$ cat config.mk
export PLATFORM = sky130hd
export DESIGN_NAME = latch_wr_ctrl_flat
export DESIGN_NICKNAME = d
export VERILOG_FILES = /design/src/rtl/latch_wr_if.sv /design/src/rtl/latch_wr_ctrl.sv /design/src/flat_wrapper.sv
export SDC_FILE = /design/constraint.sdc
export NUM_CORES = 1
export LEC_CHECK = 0
export ABC_AREA = 1
export CAP_MARGIN = 5
export CORE_ASPECT_RATIO = 1.4
export CORE_MARGIN = 5
export CORE_UTILIZATION = 50
export DETAILED_ROUTE_END_ITERATION = 7
export DONT_BUFFER_PORTS = 1
export PLACE_DENSITY_LB_ADDON = 0.2
export SETUP_SLACK_MARGIN = 0.15
export SYNTH_ARGS = -nofsm -noshare
export SYNTH_HDL_FRONTEND = slang
export SYNTH_SLANG_ARGS = --single-unit
$ cat constraint.sdc
create_clock -name clk -period 1.4 [get_ports clk]
set_input_delay 0.35 -clock clk [delete_from_list [all_inputs] [get_ports clk]]
set_output_delay 0.35 -clock clk [all_outputs]
set_load 0.02 [all_outputs]
$ cat src/rtl/latch_wr_if.sv
// Request/latch-bus bundle between the register-file write ports and the latch write controller.
interface latch_wr_if #(
  parameter int unsigned N_REGS = 8,
  parameter int unsigned AW     = 3,
  parameter int unsigned DW     = 8
);
  logic              req0_valid;
  logic [AW-1:0]     req0_addr;
  logic [DW-1:0]     req0_data;
  logic              req0_ready;
  logic              req1_valid;
  logic [AW-1:0]     req1_addr;
  logic [DW-1:0]     req1_data;
  logic              req1_ready;
  logic [DW-1:0]     latch_d;
  logic [N_REGS-1:0] latch_en;
  logic              busy;
  logic              err;

  modport master (
    output req0_valid, req0_addr, req0_data,
    output req1_valid, req1_addr, req1_data,
    input  req0_ready, req1_ready,
    input  latch_d, latch_en, busy, err
  );

  modport slave (
    input  req0_valid, req0_addr, req0_data,
    input  req1_valid, req1_addr, req1_data,
    output req0_ready, req1_ready,
    output latch_d, latch_en, busy, err
  );
endinterface

$ cat src/rtl/latch_wr_ctrl.sv
// Round-robin write controller for a bank of active-low-enable gated D latches:
// each granted write is sequenced as a glitch-free setup -> open -> hold enable pulse.
module latch_wr_ctrl #(
  parameter int unsigned N_REGS   = 8,
  parameter int unsigned AW       = 3,
  parameter int unsigned DW       = 8,
  parameter int unsigned OPEN_CYC = 2
) (
  input  logic       clk,
  input  logic       rst,
  latch_wr_if.slave  bus
);
  localparam int unsigned CW = 4;

  typedef enum logic [1:0] {IDLE, SETUP, OPEN, HOLD} state_t;

  state_t            state_q, state_d;
  logic [CW-1:0]     cnt_q, cnt_d;
  logic [AW-1:0]     addr_q, addr_d;
  logic [DW-1:0]     data_q, data_d;
  logic              last_q, last_d;
  logic [N_REGS-1:0] en_q, en_d;
  logic              err_q, err_d;
  logic              busy_q, busy_d;
  logic              gnt0_c, gnt1_c;
  logic              in_range_c;

  // Next state, arbitration and next values of the registered latch-side outputs.
  always_comb begin
    state_d = state_q;
    cnt_d   = cnt_q;
    addr_d  = addr_q;
    data_d  = data_q;
    last_d  = last_q;
    gnt0_c  = 1'b0;
    gnt1_c  = 1'b0;
    en_d    = '1;

    case (state_q)
      IDLE: begin
        // last_q == 1 means requester 1 was granted last, so requester 0 wins a tie.
        if (!rst) begin
          gnt0_c = bus.req0_valid && (!bus.req1_valid || last_q);
          gnt1_c = bus.req1_valid && (!bus.req0_valid || !last_q);
        end
        if (gnt0_c) begin
          addr_d  = bus.req0_addr;
          data_d  = bus.req0_data;
          last_d  = 1'b0;
          state_d = SETUP;
        end else if (gnt1_c) begin
          addr_d  = bus.req1_addr;
          data_d  = bus.req1_data;
          last_d  = 1'b1;
          state_d = SETUP;
        end
      end
      SETUP: begin
        state_d = OPEN;
        cnt_d   = CW'(OPEN_CYC - 1);
      end
      OPEN: begin
        if (cnt_q == '0) state_d = HOLD;
        else             cnt_d   = cnt_q - CW'(1);
      end
      HOLD:    state_d = IDLE;
      default: state_d = IDLE;
    endcase

    in_range_c = 32'(addr_d) < N_REGS;
    if (state_d == OPEN && in_range_c) begin
      for (int unsigned i = 0; i < N_REGS; i++) begin
        if (32'(addr_d) == i) en_d[i] = 1'b0;
      end
    end
    err_d  = (state_d == SETUP) && !in_range_c;
    busy_d = (state_d != IDLE);
  end

  // State and output registers; reset forces every enable closed at once.
  always_ff @(posedge clk or posedge rst) begin
    if (rst) begin
      state_q <= IDLE;
      cnt_q   <= '0;
      addr_q  <= '0;
      data_q  <= '0;
      last_q  <= 1'b1;
      en_q    <= '1;
      err_q   <= 1'b0;
      busy_q  <= 1'b0;
    end else begin
      state_q <= state_d;
      cnt_q   <= cnt_d;
      addr_q  <= addr_d;
      data_q  <= data_d;
      last_q  <= last_d;
      en_q    <= en_d;
      err_q   <= err_d;
      busy_q  <= busy_d;
    end
  end

  assign bus.req0_ready = gnt0_c;
  assign bus.req1_ready = gnt1_c;
  assign bus.latch_d    = data_q;
  assign bus.latch_en   = en_q;
  assign bus.err        = err_q;
  assign bus.busy       = busy_q;
endmodule

$ cat src/flat_wrapper.sv
// flat-port wrapper written by rule: the top's interface ports become plain ports
module latch_wr_ctrl_flat 
#(
  parameter int unsigned N_REGS   = 8,
  parameter int unsigned AW       = 3,
  parameter int unsigned DW       = 8,
  parameter int unsigned OPEN_CYC = 2
)
  (clk, rst, bus_req0_valid, bus_req0_addr, bus_req0_data, bus_req1_valid, bus_req1_addr, bus_req1_data, bus_req0_ready, bus_req1_ready, bus_latch_d, bus_latch_en, bus_busy, bus_err);
  latch_wr_if #(.N_REGS(N_REGS), .AW(AW), .DW(DW)) bus_i ();
  input  logic clk;
  input  logic rst;
  input wire logic [$bits(bus_i.req0_valid)-1:0] bus_req0_valid;
  input wire logic [$bits(bus_i.req0_addr)-1:0] bus_req0_addr;
  input wire logic [$bits(bus_i.req0_data)-1:0] bus_req0_data;
  input wire logic [$bits(bus_i.req1_valid)-1:0] bus_req1_valid;
  input wire logic [$bits(bus_i.req1_addr)-1:0] bus_req1_addr;
  input wire logic [$bits(bus_i.req1_data)-1:0] bus_req1_data;
  output wire logic [$bits(bus_i.req0_ready)-1:0] bus_req0_ready;
  output wire logic [$bits(bus_i.req1_ready)-1:0] bus_req1_ready;
  output wire logic [$bits(bus_i.latch_d)-1:0] bus_latch_d;
  output wire logic [$bits(bus_i.latch_en)-1:0] bus_latch_en;
  output wire logic [$bits(bus_i.busy)-1:0] bus_busy;
  output wire logic [$bits(bus_i.err)-1:0] bus_err;
  assign bus_i.req0_valid = bus_req0_valid;
  assign bus_i.req0_addr = bus_req0_addr;
  assign bus_i.req0_data = bus_req0_data;
  assign bus_i.req1_valid = bus_req1_valid;
  assign bus_i.req1_addr = bus_req1_addr;
  assign bus_i.req1_data = bus_req1_data;
  assign bus_req0_ready = bus_i.req0_ready;
  assign bus_req1_ready = bus_i.req1_ready;
  assign bus_latch_d = bus_i.latch_d;
  assign bus_latch_en = bus_i.latch_en;
  assign bus_busy = bus_i.busy;
  assign bus_err = bus_i.err;
  latch_wr_ctrl #(.N_REGS(N_REGS), .AW(AW), .DW(DW), .OPEN_CYC(OPEN_CYC)) u_core (.clk(clk), .rst(rst), .bus(bus_i));
endmodule
==> reports/metrics.yaml, run 1 <==
status: "finished, violations left"
violations: "setup timing"
area_delta_synth_final_pct: 32.3
fin_nets: 216
avgSynthCellArea_um2: 8.64
final_max_slew_viol_count: 0
fmax_ghz: 0.616
irDropWorstVdd_v: 0.00145
detail_route.wl_per_cell_um: 15.6
synth_xor_area_frac: 0.0124
ys.warnings.count: 0
cts_inserted_buffers: 3
power_density_mw_per_mm2: 2210
fill_cells: 208
grt_start_max_net_pins: 17
cts_tree: "built"
ys_ff_latch: 27
cpPeakStageDelay_ns: 0.57
floorplan.initialDensity: 0.527
crit_required_ns: 1.05
core_area_mm2: 0.00267
ys.flop_type: "dfrtp_1"
synth-simple-area-share: 0.270
grt_pass1_vias: 1209
clock_latency_ns: 0.33
synth_top_family_by_area: "simple AND/OR/NAND/NOR gates"
h-tree-depth: 1
route.vias.total: 1164
hold_viol_final: 0
hold_ws_ns: 0.0360
synth.distinct_cells: 26
p_total_mw: 4.11
die_w_um: 54.8
synthMuxAreaShare: 0
r2r-end: "u_core.bus.latch_en[1]"
drc: 0
drv_cap: 0
multiInputGateArea_um2: 807
fin_tns_setup_ns: -1.31
netlist_instances: 163
cp_common_cell: "nand2_4"
arrival_ns: 1.27
diodes: 0
syn_area_mm2: 0.00141
hp-class: "primary input to asynchronous set/reset pin"
grt_util_all_layers: 0.184
netlist.area_leader.share: 0.320
drt-total-wl_um: 3410
start_kind: "register"
io_pins: 46
grt_overflow_total: 0
port-buffer-count: 0
row_count: 22
setup_viol: 11
vias_per_cell: 5.32
cp_max_fo: 2
reg2reg_from: "u_core.last_q"
yosysSeqAreaShare: 0.488
gp_congestion: 0.765
antenna_found_initial: 0
drtIter0Drc: 14
fin_crit_ns: 1.62
setup_slack_ns: -0.223
path_class: "register to output port"
worstPathBufferInverterCount: 1
seq_area_um2: 687
detail-route-antenna-nets: 0
hpwl_um: 2370
clock-root-buffer: "clkbuf_4"
drt_first_pass_iters: 4
drive_gt1_frac: 0.497
grt_pass1_wl_um: 5350
netlist_top_cells_area: "dfrtp_1, dfstp_2, nand2_1, ha_1, inv_1"
die_h_um: 72.8
leakage_nw: 0.829
reg2reg_depth: 11
path_cells: "inv_2, nand2_4, nand2_4, nor2_4"
endpoint_kind: "output port"
fp.dieArea_mm2: 0.00399
grt_setup_unrepaired: "yes"
clock-sinks: 27
syn-num-nets: 195
skew_ns: 0.00932
path_clk_slew_ns: 0.15
fin_crit_sh: 1.16
synthAdderAreaFrac: 0.0533
cpMaxStageDelayCell: "dfstp_2"
synthTopCellsByCount: "nand2_1, inv_1, dfrtp_1, nand3_1, nor2_1"
path_delay_family: "flip-flops"
synth_compound_area_frac: 0.0800
yosys.area.top_type: "dfrtp_1"
async_flop_share: 1.00
yosysMostFrequentCell: "nand2_1"
synth_edf_count: 0
r2r_slack_ns: -0.13
cts_buffer_depth: 2
## layout by cell type, fill, tap and decap left out, drive strengths merged, types with 4 or more instances in the layout
cell / count
a21oi: 4
a31oi: 7
buf: 18
dfrtp: 18
dfstp: 9
ha: 6
inv: 23
nand2: 44
nand3: 17
nor2: 16
o22ai: 4
## logic make-up after synthesis
family | Yosys count
compound gates | 18
xor+xnor | 2
fa+ha+maj | 6
buf+inv | 28
flops | 27
other cells | 1
simple gates | 81
## metrics by stage
stage / util / std cells / cell area (um^2) / worst slack, ns
after floorplan: - / 163 / 1460 / 0.0750
after global placement: 0.565 / 201 / 1510 / 0.0640
after global routing: 0.697 / 219 / 1860 / -0.265
final: 0.697 / 219 / 1860 / -0.223
after CTS: 0.630 / 214 / 1680 / -0.205
after detailed placement: 0.565 / 201 / 1510 / 0.0309
## how the worst max path moves through the flow
stage,cells past startpoint,endpoint,start
after floorplan,5,bus_req0_ready,u_core.last_q
after global placement,8,u_core.bus.latch_en[5],u_core.cnt_q[0]
after detailed placement,6,u_core.cnt_q[3],u_core.cnt_q[0]
after CTS,4,bus_req1_ready,u_core.last_q
after global routing,4,bus_req0_ready,u_core.last_q
final,4,bus_req0_ready,u_core.last_q
## state kept, by name, summed over array words and instances (netlist names)
register / count
u_core.bus.latch_d: 8
u_core.state_q: 2
u_core.bus.busy: 1
u_core.bus.latch_en: 8
u_core.addr_q: 3
u_core.last_q: 1
u_core.cnt_q: 4
## what timing repair did
| action | 4_1_cts | 5_1_grt |
|---|---|---|
| gates resized for setup | 26 | 37 |
| endpoints found under the hold margin | 22 | 0 |
| buffers inserted | 6 | 5 |
| pin swaps | 8 | 17 |
| gates cloned | 1 | 0 |
| setup endpoints to repair | 32 | 36 |
| hold buffers | 2 | 0 |
## where the power goes
part           switching, mW  leakage (nW)  internal [mW]  total (mW)
registers              0.412         0.304           1.16        1.57
clock network          0.239        0.0139          0.110       0.349
logic                   1.27         0.510          0.920        2.19
## final cells by class
class                      instances  share of cell area
clock buffer                       3              0.0121
clock inverter                     1             0.00403
inverter                          23              0.0517
multi-input combinational        108               0.433
sequential                        27               0.369
tap                               36              0.0242
timing repair buffer              20               0.101
timing repair inverter             1             0.00403
## per-layer routing
| metal | track usage | share of wire | routed length (um) |
|---|---|---|---|
| met5 | 0 | 0 | 0 |
| met2 | 0.321 | 0.54 | 1840 |
| met3 | 0.0634 | 0.088 | 301 |
| met4 | 0.0803 | 0.022 | 74 |
| met1 | 0.189 | 0.35 | 1190 |
(Power assumes the default switching activity.)
==> run 2: changes to the inputs <==
--- a/config.mk
+++ b/config.mk
@@ -5,7 +5,7 @@
 export SDC_FILE = /design/constraint.sdc
 export NUM_CORES = 1
 export LEC_CHECK = 0
-export ABC_AREA = 1
+export ABC_AREA = 0
 export CAP_MARGIN = 5
 export CORE_ASPECT_RATIO = 1.4
 export CORE_MARGIN = 5
==> run 2 against run 1 <==
  * The flow still finishes with violations (setup timing)
  * Sequential power about the same
  * Critical path depth up 1
  * Maximum frequency down 7.5%
  * Largest cell class unchanged
  * Largest power group unchanged
  * Highest routed layer unchanged
==> reports/metrics.yaml, run 2 <==
status: "finished, violations left"
violations: "setup timing"
drt-total-wl_um: 3180
final_core_util: 0.725
irDropWorstVdd_v: 0.00147
drv_cap: 0
fin_tns_setup_ns: -5.33
vias_per_cell: 5.29
grt_overflow_total: 0
skew_ns: 0.00235
diodes: 0
core_area_mm2: 0.00259
arrival_ns: 1.40
syn_area_mm2: 0.00133
cts_inserted_buffers: 3
whs_path_depth: 1
synthTopCellsByCount: "dfrtp_1, o21ai_0, nand2_1, inv_1, dfstp_2"
drt_first_pass_iters: 4
combPwrFrac: 0.556
place_area_mm2: 0.00155
fp.dieArea_mm2: 0.00381
io_pins: 46
drtIter0Drc: 20
port-buffer-count: 0
p_switching_mw: 1.74
die_w_um: 53.6
mostFrequentLayoutCells: "buf_4, dfrtp_1, buf_6"
hold_end: "u_core.last_q"
die_h_um: 71.0
fin_area_mm2: 0.00188
avgSynthCellArea_um2: 11.1
grt_start_max_net_pins: 22
fmax_ghz: 0.570
yosysMostFrequentCell: "dfrtp_1"
final_max_slew_viol_count: 0
cts_buffer_depth: 2
clock_latency_ns: 0.33
reg2reg_from: "u_core.cnt_q[0]"
fin_nets: 189
hpwl_um: 2320
reg2reg_depth: 6
h-tree-depth: 1
clock-sinks: 27
row_count: 22
grt_pass1_vias: 1105
path_clk_slew_ns: 0.15
leakage_nw: 0.810
fin_crit_ns: 1.75
ys_ff_latch: 27
hp-class: "primary input to register"
hold_viol_final: 0
synth.distinct_cells: 35
async_flop_share: 1.00
cts_tree: "built"
syn-num-nets: 152
clockPowerShare: 0.082
gp_congestion: 0.852
crit_required_ns: 1.05
power_density_mw_per_mm2: 2270
ys.flop_type: "dfrtp_1"
intPower_mw: 2.52
yosys.area.top_type: "dfrtp_1"
grt_util_all_layers: 0.178
netlist_instances: 120
netlist.area_leader.share: 0.339
ys.warnings.count: 0
start_kind: "register"
grt_pass1_wl_um: 5070
r2r-end: "u_core.bus.latch_en[0]"
path_class: "register to output port"
netlist_top_cells_area: "dfrtp_1, dfstp_2, mux2i_1, ha_1, o21ai_0"
fin_crit_sh: 1.25
drive_gt1_frac: 0.577
yosysSeqAreaShare: 0.516
detail-route-antenna-nets: 0
r2r_slack_ns: -0.31
antenna_found_initial: 0
synth_edf_count: 0
route.vias.total: 1016
floorplan.initialDensity: 0.514
drc: 0
area_delta_synth_final_pct: 41.1
detail_route.wl_per_cell_um: 16.6
grt_setup_unrepaired: "yes"
endpoint_kind: "output port"
power_frac_seq: 0.362
cp_max_fo: 3
swShare: 0.409
setup_slack_ns: -0.354
final_common_cell: "buf_4"
pre_cts_ws_ns: -0.300
clock-root-buffer: "clkbuf_4"
hold_start: "bus_req0_valid"
setup_viol: 27
==> run 2: changes by cell type after synthesis, moves of 6 or more <==
cell	before	now
nand2_1	40	12
o21ai_0	1	15
nor2_1	13	3
mux2i_1	0	8
nand3_1	15	3
a31oi_1	7	1
inv_1	20	11
==> run 2: worst max-delay path: stages, from the launching register on <==
cell and delay, ns:
dfrtp_1 0.39, inv_2 0.07, ha_4 0.16, and2b_2 0.20
and2_4 0.14, buf_6 0.12
==> run 2: layer usage <==
layer | routed length [um] | part of all wire | GRT usage | vias to the layer above
li1 | - | - | - | 488
met1 | 1070 | 0.34 | 0.178 | 488
met2 | 1820 | 0.57 | 0.337 | 34
met3 | 215 | 0.068 | 0.0400 | 6
met4 | 74 | 0.023 | 0.0682 | 0
met5 | 0 | 0 | 0 | -
==> run 2: kinds of logic (layout without fill, tap and decap cells) <==
group / after synthesis / in the layout / share of synthesized area
and+or+nand+nor: 38 / 38 / 0.171
DFF: 27 / 27 / 0.516
AOI/OAI and AO/OA: 24 / 24 / 0.137
buffers and inverters: 16 / 52 / 0.0555
muxes: 8 / 8 / 0.0602
adders and majority gates: 6 / 6 / 0.0564
other: 1 / 1 / 0.00282
==> run 2: through the flow <==
stage / power, mW / std cells / hold WS [ns]
after floorplan: 2.58 / 120 / 0.396
after global placement: 3.07 / 173 / 0.202
after detailed placement: 3.16 / 173 / 0.203
after CTS: 3.96 / 187 / 0.0667
after global routing: 4.56 / 192 / 0.0478
final: 4.26 / 192 / 0.0646
==> run 2: layout make-up <==
type | count | area (um^2)
Clock buffer | 3 | 22.5
Timing Repair Buffer | 37 | 338
Multi-Input combinational cell | 77 | 736
Sequential cell | 27 | 687
Tap cell | 36 | 45.0
Clock inverter | 1 | 7.51
Inverter | 11 | 41.3
Fill cell | 200 | 711
==> run 2: power by group through the flow <==
stage          Combinational [mW]  Clock [mW]  Sequential (mW)
2_1_floorplan                1.07           0             1.51
6_report                     2.37       0.351             1.54
5_1_grt                      2.59       0.386             1.58
4_1_cts                      2.06       0.362             1.54
3_3_place_gp                 1.53           0             1.54
3_5_place_dp                 1.61           0             1.55
==> run 2: worst max-delay path by stage <==
stage / start / to / depth (start not counted)
global placement: u_core.cnt_q[0] / u_core.bus.latch_en[0] / 6
CTS: u_core.last_q / bus_req0_ready / 3
floorplan: u_core.cnt_q[0] / u_core.bus.latch_en[0] / 7
detailed placement: u_core.cnt_q[1] / u_core.bus.latch_en[0] / 6
finish: u_core.state_q[0] / bus_req1_ready / 5
global route: u_core.last_q / bus_req1_ready / 3
==> run 2: timing repair <==
item,CTS,global route
pin swaps,7,6
setup endpoints to repair,35,36
endpoints found under the hold margin,5,0
gates cloned,1,0
resized for setup,41,16
setup buffers,8,5
hold buffers,1,0
==> run 3: changes to the inputs <==
--- a/config.mk
+++ b/config.mk
@@ -6,7 +6,6 @@
 export NUM_CORES = 1
 export LEC_CHECK = 0
 export ABC_AREA = 0
-export CAP_MARGIN = 5
 export CORE_ASPECT_RATIO = 1.4
 export CORE_MARGIN = 5
 export CORE_UTILIZATION = 50
==> results of run 3 <==
No change in the layout: final DEF, timing and power equal those of run 2.
